==> config.mk <==
export PLATFORM = sky130hd
export DESIGN_NAME = pll_reset_sequencer
export DESIGN_NICKNAME = d
export VERILOG_FILES = /design/src/rtl/pll_reset_sequencer.sv
export SDC_FILE = /design/constraint.sdc
export NUM_CORES = 1
export LEC_CHECK = 0
export BUFFER_PORTS_ARGS = -buffer_cell sky130_fd_sc_hd__buf_4
export CORE_UTILIZATION = 36
export CTS_CLUSTER_SIZE = 25
export DETAILED_ROUTE_END_ITERATION = 8
export MAX_ROUTING_LAYER = met4
export PLACE_DENSITY = 0.55
export SLEW_MARGIN = 20
export SYNTH_ARGS = -nofsm -noshare
export SYNTH_HDL_FRONTEND = slang
export SYNTH_SLANG_ARGS = --single-unit
==> constraint.sdc <==
create_clock -name clk_clk -period 1 [get_ports clk_clk]
set_input_delay 0.1 -clock clk_clk [delete_from_list [all_inputs] [get_ports clk_clk]]
set_output_delay 0.1 -clock clk_clk [all_outputs]
set_load 0.03 [all_outputs]
==> src/rtl/pll_reset_sequencer.sv <==
// PLL bring-up and processor reset sequencer: pulses PLL areset, waits for a stable
// synchronized lock, releases sys_reset_n, and retries a bounded number of times before faulting.
module pll_reset_sequencer #(
    parameter int unsigned ARESET_CYCLES = 16,
    parameter int unsigned LOCK_TIMEOUT  = 65536,
    parameter int unsigned STABLE_CYCLES = 1024,
    parameter int unsigned MAX_RETRIES   = 3,
    parameter int unsigned TW            = 17
) (
    input  logic       clk_clk,
    input  logic       reset_reset,
    input  logic       pll_locked,
    input  logic       restart_req,
    output logic       pll_areset,
    output logic       sys_reset_n,
    output logic       fault,
    output logic       lock_lost,
    output logic [2:0] state_o,
    output logic [3:0] retry_count
);

    typedef enum logic [2:0] {
        StAreset   = 3'd0,
        StWaitLock = 3'd1,
        StStable   = 3'd2,
        StRun      = 3'd3,
        StFault    = 3'd4
    } state_e;

    localparam logic [TW-1:0] AresetLast  = TW'(ARESET_CYCLES - 1);
    localparam logic [TW-1:0] TimeoutLast = TW'(LOCK_TIMEOUT - 1);
    localparam logic [TW-1:0] StableLast  = TW'(STABLE_CYCLES - 1);
    localparam logic [3:0]    MaxRetries  = 4'(MAX_RETRIES);

    logic [1:0]    rst_sync_q;
    logic          rst;
    logic          lock_meta_q;
    logic          lock_s_q;
    state_e        state_q;
    logic [TW-1:0] timer_q;
    logic [3:0]    retry_q;
    logic [3:0]    retry_inc;
    logic          areset_q;
    logic          sys_reset_n_q;
    logic          fault_q;
    logic          lock_lost_q;

    // Reset asserts immediately but is released only on a clk_clk edge.
    always_ff @(posedge clk_clk or posedge reset_reset) begin
        if (reset_reset) begin
            rst_sync_q <= 2'b11;
        end else begin
            rst_sync_q <= {rst_sync_q[0], 1'b0};
        end
    end

    assign rst = rst_sync_q[1];

    always_ff @(posedge clk_clk or posedge rst) begin
        if (rst) begin
            lock_meta_q <= 1'b0;
            lock_s_q    <= 1'b0;
        end else begin
            lock_meta_q <= pll_locked;
            lock_s_q    <= lock_meta_q;
        end
    end

    assign retry_inc = (retry_q == 4'hF) ? retry_q : retry_q + 4'd1;

    always_ff @(posedge clk_clk or posedge rst) begin
        if (rst) begin
            state_q       <= StAreset;
            timer_q       <= '0;
            retry_q       <= '0;
            areset_q      <= 1'b1;
            sys_reset_n_q <= 1'b0;
            fault_q       <= 1'b0;
            lock_lost_q   <= 1'b0;
        end else begin
            lock_lost_q <= 1'b0;
            if (restart_req) begin
                state_q       <= StAreset;
                timer_q       <= '0;
                retry_q       <= '0;
                areset_q      <= 1'b1;
                sys_reset_n_q <= 1'b0;
                fault_q       <= 1'b0;
            end else begin
                case (state_q)
                    StAreset: begin
                        if (timer_q == AresetLast) begin
                            state_q  <= StWaitLock;
                            timer_q  <= '0;
                            areset_q <= 1'b0;
                        end else begin
                            timer_q <= timer_q + TW'(1);
                        end
                    end
                    StWaitLock: begin
                        if (lock_s_q) begin
                            state_q <= StStable;
                            timer_q <= '0;
                        end else if (timer_q == TimeoutLast) begin
                            timer_q  <= '0;
                            retry_q  <= retry_inc;
                            areset_q <= 1'b1;
                            if (retry_inc == MaxRetries) begin
                                state_q <= StFault;
                                fault_q <= 1'b1;
                            end else begin
                                state_q <= StAreset;
                            end
                        end else begin
                            timer_q <= timer_q + TW'(1);
                        end
                    end
                    StStable: begin
                        // A dropout only restarts the lock wait; it is not a failed attempt.
                        if (!lock_s_q) begin
                            state_q <= StWaitLock;
                            timer_q <= '0;
                        end else if (timer_q == StableLast) begin
                            state_q       <= StRun;
                            timer_q       <= '0;
                            retry_q       <= '0;
                            sys_reset_n_q <= 1'b1;
                        end else begin
                            timer_q <= timer_q + TW'(1);
                        end
                    end
                    StRun: begin
                        if (!lock_s_q) begin
                            state_q       <= StAreset;
                            timer_q       <= '0;
                            areset_q      <= 1'b1;
                            sys_reset_n_q <= 1'b0;
                            lock_lost_q   <= 1'b1;
                        end
                    end
                    StFault: begin
                        areset_q      <= 1'b1;
                        sys_reset_n_q <= 1'b0;
                        fault_q       <= 1'b1;
                    end
                    default: begin
                        state_q       <= StAreset;
                        timer_q       <= '0;
                        areset_q      <= 1'b1;
                        sys_reset_n_q <= 1'b0;
                    end
                endcase
            end
        end
    end

    assign pll_areset  = areset_q;
    assign sys_reset_n = sys_reset_n_q;
    assign fault       = fault_q;
    assign lock_lost   = lock_lost_q;
    assign state_o     = state_q;
    assign retry_count = retry_q;

endmodule
After elaboration in Yosys (flattened, before gate mapping)
Cells that the tools add are included.

cells by class
  $add $sub $neg = 2
  equality and inequality tests = 21
  mux-type cells = 43
  reductions and logical operators = 10

operators with widths
  cell                                                                      number
  17-bit 2-to-1 mux                                                         7
  17-bit one-hot mux with 5 select lines                                    1
  3-bit 2-to-1 mux                                                          8
  4-bit 2-to-1 mux                                                          6
  3-bit != test (second input constant)                                     7
  17-bit by 1-bit adder with 17-bit output (second input constant)          1
  17-bit by 10-bit equality test with 1-bit output (second input constant)  1
  17-bit by 16-bit equality test with 1-bit output (second input constant)  1
  17-bit by 4-bit equality test with 1-bit output (second input constant)   1
  1-bit 2-to-1 mux                                                          16
  3-bit one-hot mux with 5 select lines                                     1
  5-bit AND reduction                                                       3
  4-bit != test (second input constant)                                     2
  4-bit one-hot mux with 2 select lines                                     1
  4-bit AND reduction                                                       2
  3-bit by 2-bit equality test with 1-bit output (second input constant)    2
  3-bit nonzero test                                                        2
  4-bit by 1-bit adder with 4-bit output (second input constant)            1
  4-bit by 2-bit equality test with 1-bit output (second input constant)    1
  4-bit equality test (second input constant)                               1
  2-bit != test (second input constant)                                     2
  1-bit one-hot mux with 4 select lines                                     1
  3-bit by 1-bit equality test with 1-bit output (second input constant)    1
  3-bit equality test (second input constant)                               1
  other kinds (6)                                                           6

word-level totals
  register bits after elaboration = 32
  bits of input ports = 4
  output and inout bits = 11
  logic and storage cells = 86

Depth between registers and ports, before layout
Gate-level depths: netlist (run 1).

  depth after elaboration = 8
  gate-level depth with buffers = 11
  gate-level depth less buffers = 11

Worst setup path before layout (run 1)
OpenSTA, ideal clock, no wires.

  kind = reg2reg
  start = register timer_q[0]
  end = register areset_q (netlist: pll_areset)
  setup time = 0.094 ns
  arrival time = 2.293 ns
  required time = 0.906 ns
  setup slack = -1.387 ns
  cell stages (with the launch flop) = 11
  path buffers = 0
  clock period less this slack = 2.387 ns
  path through = dfrtp_1 -> ha_1 -> nand3_1 -> nor4_1 -> nand3_1 -> inv_1 -> ha_1 -> nand2b_1 -> a21oi_1 -> a21boi_1 -> or4b_1

between the ends
  longest elaborated chain between the ends = 3
  elaborated cells between the ends (all ways) = 5
  classes of those cells = 4 x eq/ne; 1 x reduce/logical

ends and longest elaborated chain
  element                                                                                                              RTL line  RTL
  start: declaration                                                                                                   40        logic [TW-1:0] timer_q;
  start signal: assignment                                                                                             97        timer_q <= timer_q + TW'(1);
  start signal: assignment                                                                                             115       timer_q <= timer_q + TW'(1);
  start signal: assignment                                                                                             129       timer_q <= timer_q + TW'(1);
  17-bit by 16-bit equality test with 1-bit output or 17-bit by 4-bit equality test with 1-bit output (tied branches)  104, 92
  3-bit != test (no line)                                                                                              --
  5-bit AND reduction (no line) *                                                                                      --
  end signal: assignment                                                                                               95        areset_q <= 1'b0;
  end signal: assignment                                                                                               107       areset_q <= 1'b1;
  end signal: assignment                                                                                               136       areset_q <= 1'b1;
  end: declaration                                                                                                     43        logic areset_q;

Mark *: on every way between the ends. The rest lies on a longest branch, timed or not.
A chain may end at the register's enable or synchronous reset.

Final worst setup path (run 1)
  start = register timer_q[7]
  end = register areset_q (netlist: pll_areset)

The elaborated chain is that of the path after synthesis.

==> impl_metrics.toml, run 1 <==
[outcome]
status = "finished with violations"
violations = "negative setup slack"

[final_layout]
final.fill_count = 397
syn2layout_area_growth_pct = 77.6
antenna_cells = 0
nets = 319
drive_above_1_share_pct = 58.0
post-route-cell-area_mm2 = 0.00341

[place]
portBuffers = 14
hpwl_mm = 4.07
place.gp.congestion = 0.911
place_area_mm2 = 0.00271

[pwr]
p_leak_nw = 1.50
p_clk_share_pct = 37.4
power.internal_mw = 2.11
p_switching_uw = 739
peakVddDrop_uv = 668
power_density_mw_per_mm2 = 834
power_switching_share_pct = 26.0
seqPwrFrac_pct = 47.6
finalPower_mw = 2.85
combinationalPowerShare_pct = 15.0

[yosys]
ys_async_sr_fraction_pct = 100
syn_nets = 211
ys_top_cells_by_count = "dfrtp_1 (29), nand2_1 (16), o21ai_0 (15), nand3_1 (9), nor2_1 (9)"
syn-cell-area_mm2 = 0.00192
synth-edff-count = 0
ys_seq_area_share_pct = 41.9
yosysUniqueCellTypes = 56
synth_area_per_cell_um2 = 9.47
synth_cells = 203
ys_warn_count = 0
synth_top_area_share_pct = 37.8
synth.most_common_cell = "dfrtp_1"
synth_ff_type = "dfrtp_1"
synth.area.top_cells = "dfrtp_1 (38%), dfstp_2 (4.1%), o21ai_0 (3.9%)"
ys_seq_elements = 32
synth_largest_area_cell = "dfrtp_1"

[route]
antenna_left = 0
detail_route.first_pass.iterations = 6
vias = 2121
drt_iter0_drc = 73
wl_per_cell_um = 16.5
drc = 0
vias_per_cell = 5.55
routed_wl_mm = 6.32

[clocking]
cts.sinks = 32
cts_buffers = 5
clock_latency_ns = 0.29
clock_path_buffers = 2
cts.root.buffer_cell = "clkbuf_8"
cts_tree = "yes"
clk_pin_slew_ns = 0.07
h-tree-depth = 2

[die]
dieArea_mm2 = 0.00563
die_h_um = 75.1
fp.coreArea_mm2 = 0.00514
start_util_pct = 37.4
die_w_um = 75.1
io_pins = 15
placementRows = 26

[setup_path]
r2r_end = "pll_areset$_DFFE_PP1P_"
cpLargestDelayFamily = "simple AND/OR/NAND/NOR gates"
worstReg2RegStart = "timer_q[7]$_DFFE_PP0P_"
worst-path-buf-inv = 1
rrSetupSlack_ns = -1.14
arrival_ns = 2.34
critPathKind = "register to register"
cp-start-kind = "register"
required_ns = 1.20
critPathMaxFanout = 4
crit_path_top_delay_cell = "or4b_1"
slowest_delay_ns = 0.50
endpoint_kind = "register"
r2r_cells = 9
cp_cell_sequence = "nand4_4 > nor4_4 > nand3_2 > inv_2 > ha_4 > nand2b_4 > a21oi_2 > a21boi_1 > or4b_1"

[timing]
min_period_ns = 2.14
setup_ws_ns = -1.14
report.final.setup_viol = 36
rsz0062_at_grt = "true"
hold_viol_final = 0
slew_viol_final = 0
period_share_pct = 214
clock_skew_ns = 0.00921
clock.fmax_mhz = 467

[grt]
grt_usage_pct = 25.3
antenna_found_initial = 0
grt_pass1_vias = 2133
grt_max_degree = 31
grt-ovfl-total = 0
grt_pass1_wl_mm = 10.2

[hold_path]
min_to = "state_o[0]$_DFFE_PP0P_"
worstHoldPathType = "input port to register"
hp-start = "restart_req"
min_path_cells = 3

[job]
max_cap_viol_count = 0
==> registers in the layout, indices dropped and copies added (netlist names) <==
signal / flops
lock_lost: 1
timer_q: 17
rst_sync_q: 2
state_o: 3
fault: 1
retry_count: 4
sys_reset_n: 1
pll_areset: 1
lock_meta_q: 1
lock_s_q: 1
==> cells by family (layout without fill, tap and decap cells) <==
kind of cell / count (synthesis) / after routing / synth area share [%]
flops: 32 / 32 / 41.9
xor+xnor: 1 / 1 / 0.456
fa+ha+maj: 4 / 4 / 2.60
buf+inv: 19 / 127 / 5.14
other cells: 1 / 1 / 0.195
mux: 3 / 3 / 1.56
compound gates: 64 / 64 / 23.8
simple gates: 79 / 80 / 24.3
==> power groups by stage <==
stage	Sequential (mW)	Clock, mW	Combinational, mW
global route	1.36	1.14	0.461
finish	1.36	1.06	0.427
CTS	1.36	1.07	0.402
detailed placement	1.38	0	0.334
global placement	1.38	0	0.322
floorplan	1.40	0	0.152
==> cells in the final DEF, fill, tap and decap left out, types with 4 or more instances in the layout <==
| cell type | netlist | final |
|---|---|---|
| inv_1 | 6 | 5 |
| nand4_1 | 4 | 4 |
| a311o_1 | 4 | 4 |
| a21oi_2 | 1 | 5 |
| buf_6 | 3 | 31 |
| nand2_1 | 16 | 14 |
| a31oi_1 | 6 | 5 |
| nor2_1 | 9 | 7 |
| clkbuf_8 | 0 | 6 |
| buf_4 | 0 | 74 |
| o21ai_0 | 15 | 13 |
| a21oi_1 | 8 | 4 |
| and3_1 | 6 | 4 |
| dfrtp_1 | 29 | 26 |
| nand3_1 | 9 | 5 |
| o21ai_2 | 1 | 5 |
| buf_12 | 0 | 4 |
| nor4_4 | 1 | 4 |
==> worst register-to-register path: cells and delay by family (launching register included) <==
kind	cells	cell delay, ns
AO/OA/AOI/OAI	2	0.23
AND/OR/NAND/NOR	5	1.16
flip-flops	1	0.40
adder cells (fa/ha/maj)	1	0.17
buffers and inverters	1	0.09
==> repair_timing <==
item | CTS | global route
setup buffers | 13 | 11
resized for setup | 64 | 26
endpoints found under the hold margin | 3 | 0
pin swaps | 21 | 20
endpoints found under the setup margin | 36 | 36
gates cloned | 1 | 0
hold buffers | 2 | 0
==> layout make-up <==
class,instances,area [µm²],share of cell area (%)
Timing Repair Buffer,113,1030,30.3
Inverter,6,22.5,0.660
Clock buffer,8,90.1,2.64
Sequential cell,32,808,23.7
Tap cell,70,87.6,2.57
Multi-Input combinational cell,153,1370,40.1
==> through the flow <==
step	hold slack, ns	cells	TNS, ns	util (%)	worst slack (ns)
3_3_place_gp	0.131	348	-26.20	52.8	-1.15
2_1_floorplan	0.0115	203	-24.37	-	-1.07
6_report	0.249	382	-27.19	66.4	-1.14
4_1_cts	0.182	372	-26.31	62.6	-1.05
5_1_grt	0.251	382	-29.68	66.4	-1.20
3_5_place_dp	0.137	348	-27.77	52.8	-1.21
==> per-layer routing <==
layer	vias to the layer above	wire, µm	global-route usage (%)
met4	0	171	11.1
met3	18	200	5.35
met2	63	3400	43.9
met5	-	0	-
met1	1048	2550	27.9
li1	992	-	-
==> how the worst max path moves through the flow <==
| stage | startpoint | end | slack, ns | cells past startpoint |
|---|---|---|---|---|
| 6_report | timer_q[7]$_DFFE_PP0P_ | pll_areset$_DFFE_PP1P_ | -1.14 | 9 |
| 5_1_grt | timer_q[7]$_DFFE_PP0P_ | pll_areset$_DFFE_PP1P_ | -1.20 | 9 |
| 4_1_cts | timer_q[6]$_DFFE_PP0P_ | pll_areset$_DFFE_PP1P_ | -1.05 | 9 |
| 3_5_place_dp | timer_q[7]$_DFFE_PP0P_ | timer_q[4]$_DFFE_PP0P_ | -1.21 | 9 |
| 3_3_place_gp | timer_q[7]$_DFFE_PP0P_ | timer_q[4]$_DFFE_PP0P_ | -1.15 | 9 |
| 2_1_floorplan | timer_q[5]$_DFFE_PP0P_ | pll_areset$_DFFE_PP1P_ | -1.07 | 9 |
Power figures use the tool's default switching activity.
==> inputs of run 2 (changes only) <==
- REMOVE_ABC_BUFFERS: unset -> 1
==> impl_metrics.toml, run 2 (synthesized netlist as in run 1, its figures left out) <==
[outcome]
status = "finished with violations"
violations = "negative setup slack"

[pwr]
p_switching_uw = 705
seqPwrFrac_pct = 43.8
peakVddDrop_uv = 759
power_switching_share_pct = 22.9
p_leak_nw = 1.39
combinationalPowerShare_pct = 11.6
p_clk_share_pct = 44.6
power.internal_mw = 2.38
finalPower_mw = 3.08
power_density_mw_per_mm2 = 983

[place]
hpwl_mm = 3.71
place.gp.congestion = 0.862
portBuffers = 14
dp_slack_ns = -1.33

[final_layout]
largest_register_ffs = 17
final.fill_count = 452
layout_common_cells = "buf_4 (67), dfrtp_1 (26), buf_6 (23)"
layout_commonest_cell = "buf_4"
drive_above_1_share_pct = 52.1
largest_register = "timer_q"
antenna_cells = 0
fin_util_pct = 61.0
syn2layout_area_growth_pct = 63.2
nets = 299

[clocking]
clk_pin_slew_ns = 0.07
cts_buffers = 5
clock_latency_ns = 0.28
cts.sinks = 32
clock_path_buffers = 2
cts.root.buffer_cell = "clkbuf_8"
h-tree-depth = 2
cts_tree = "yes"

[setup_path]
arrival_ns = 2.27
endpoint_kind = "register"
critPathMaxFanout = 3
cp-start-kind = "register"
required_ns = 1.20
critPathKind = "register to register"

[die]
io_pins = 15
start_util_pct = 37.4
dieArea_mm2 = 0.00563
die_w_um = 75.1
die_h_um = 75.1
placementRows = 26
fp.coreArea_mm2 = 0.00514

[route]
wl_per_cell_um = 15.9
drt_iter0_drc = 119
detail_route.first_pass.iterations = 5
vias = 2010
drc = 0
routed_wl_mm = 5.76
vias_per_cell = 5.55
antenna_left = 0

[grt]
grt_pass1_wl_mm = 9.43
grt-ovfl-total = 0
grt_max_degree = 31
grt_pass1_vias = 1981
grt_usage_pct = 23.4
antenna_found_initial = 0

[timing]
clock.fmax_mhz = 483
clock_skew_ns = 0.00493
period_share_pct = 207
report.final.setup_viol = 35
slew_viol_final = 0
whs_ns = 0.244
hold_viol_final = 0
setup_ws_ns = -1.07
rsz0062_at_grt = "true"
min_period_ns = 2.07

[hold_path]
worstHoldPathType = "input port to register"

[job]
max_cap_viol_count = 0
run 2: worst paths after layout:
path                                              start                endpoint  slack [ns]  depth (start not counted)
min in group asynchronous       rst_sync_q[1]$_DFF_PP1_  timer_q[6]$_DFFE_PP0P_        0.29                          2
worst max register to register   timer_q[8]$_DFFE_PP0P_  pll_areset$_DFFE_PP1P_       -1.07                          7
max in group asynchronous       rst_sync_q[1]$_DFF_PP1_  pll_areset$_DFFE_PP1P_        0.47                          2
worst min register to register  rst_sync_q[1]$_DFF_PP1_  timer_q[6]$_DFFE_PP0P_        0.29                          2
worst max-delay path             timer_q[8]$_DFFE_PP0P_  pll_areset$_DFFE_PP1P_       -1.07                          7
worst min-delay path                        restart_req  state_o[2]$_DFFE_PP0P_        0.24                          3
run 2: critical path: stages, from the launching register on:
cell and delay [ns]:
dfrtp_1 0.42, buf_4 0.17, nor4_4 0.29, nand2_2 0.10, buf_4 0.15, o31ai_2 0.28
a21boi_1 0.10, or4b_1 0.48
run 2: metal layers:
metal	global-route usage, %	part of all wire, %
met4	7.76	1.8
met2	41.5	52
met3	4.15	2.7
met5	-	0
met1	26.4	44
run 2: cell type report:
cell class,instances,area (µm²),share of cell area [%]
multi-input combinational,153,1290,41.1
sequential,32,808,25.8
timing repair buffer,93,802,25.6
clock buffer,7,96.3,3.07
tap,70,87.6,2.79
clock inverter,1,30.0,0.957
inverter,6,22.5,0.718
run 2: timing repair:
item | 4_1_cts | 5_1_grt
setup buffers | 7 | 3
gates resized for setup | 63 | 14
cloned | 1 | 0
endpoints found under the setup margin | 35 | 35
pin swaps | 26 | 8
hold buffers | 2 | 0
endpoints found under the hold margin | 3 | 0
run 2: power by group through the flow:
| stage | Combinational [mW] | Sequential [mW] | Clock [mW] |
|---|---|---|---|
| 3_3_place_gp | 0.306 | 1.37 | 0 |
| 2_1_floorplan | 0.114 | 1.39 | 0 |
| 5_1_grt | 0.387 | 1.35 | 1.47 |
| 6_report | 0.358 | 1.35 | 1.38 |
| 3_5_place_dp | 0.308 | 1.37 | 0 |
| 4_1_cts | 0.348 | 1.35 | 1.41 |
run 2: metrics by stage:
| step | instance area (µm²) | TNS [ns] | cells |
|---|---|---|---|
| 5_1_grt | 3140 | -29.85 | 362 |
| 3_5_place_dp | 2580 | -31.28 | 343 |
| 6_report | 3140 | -26.46 | 362 |
| 2_1_floorplan | 1850 | -32.88 | 190 |
| 3_3_place_gp | 2580 | -29.43 | 343 |
| 4_1_cts | 3050 | -25.75 | 360 |
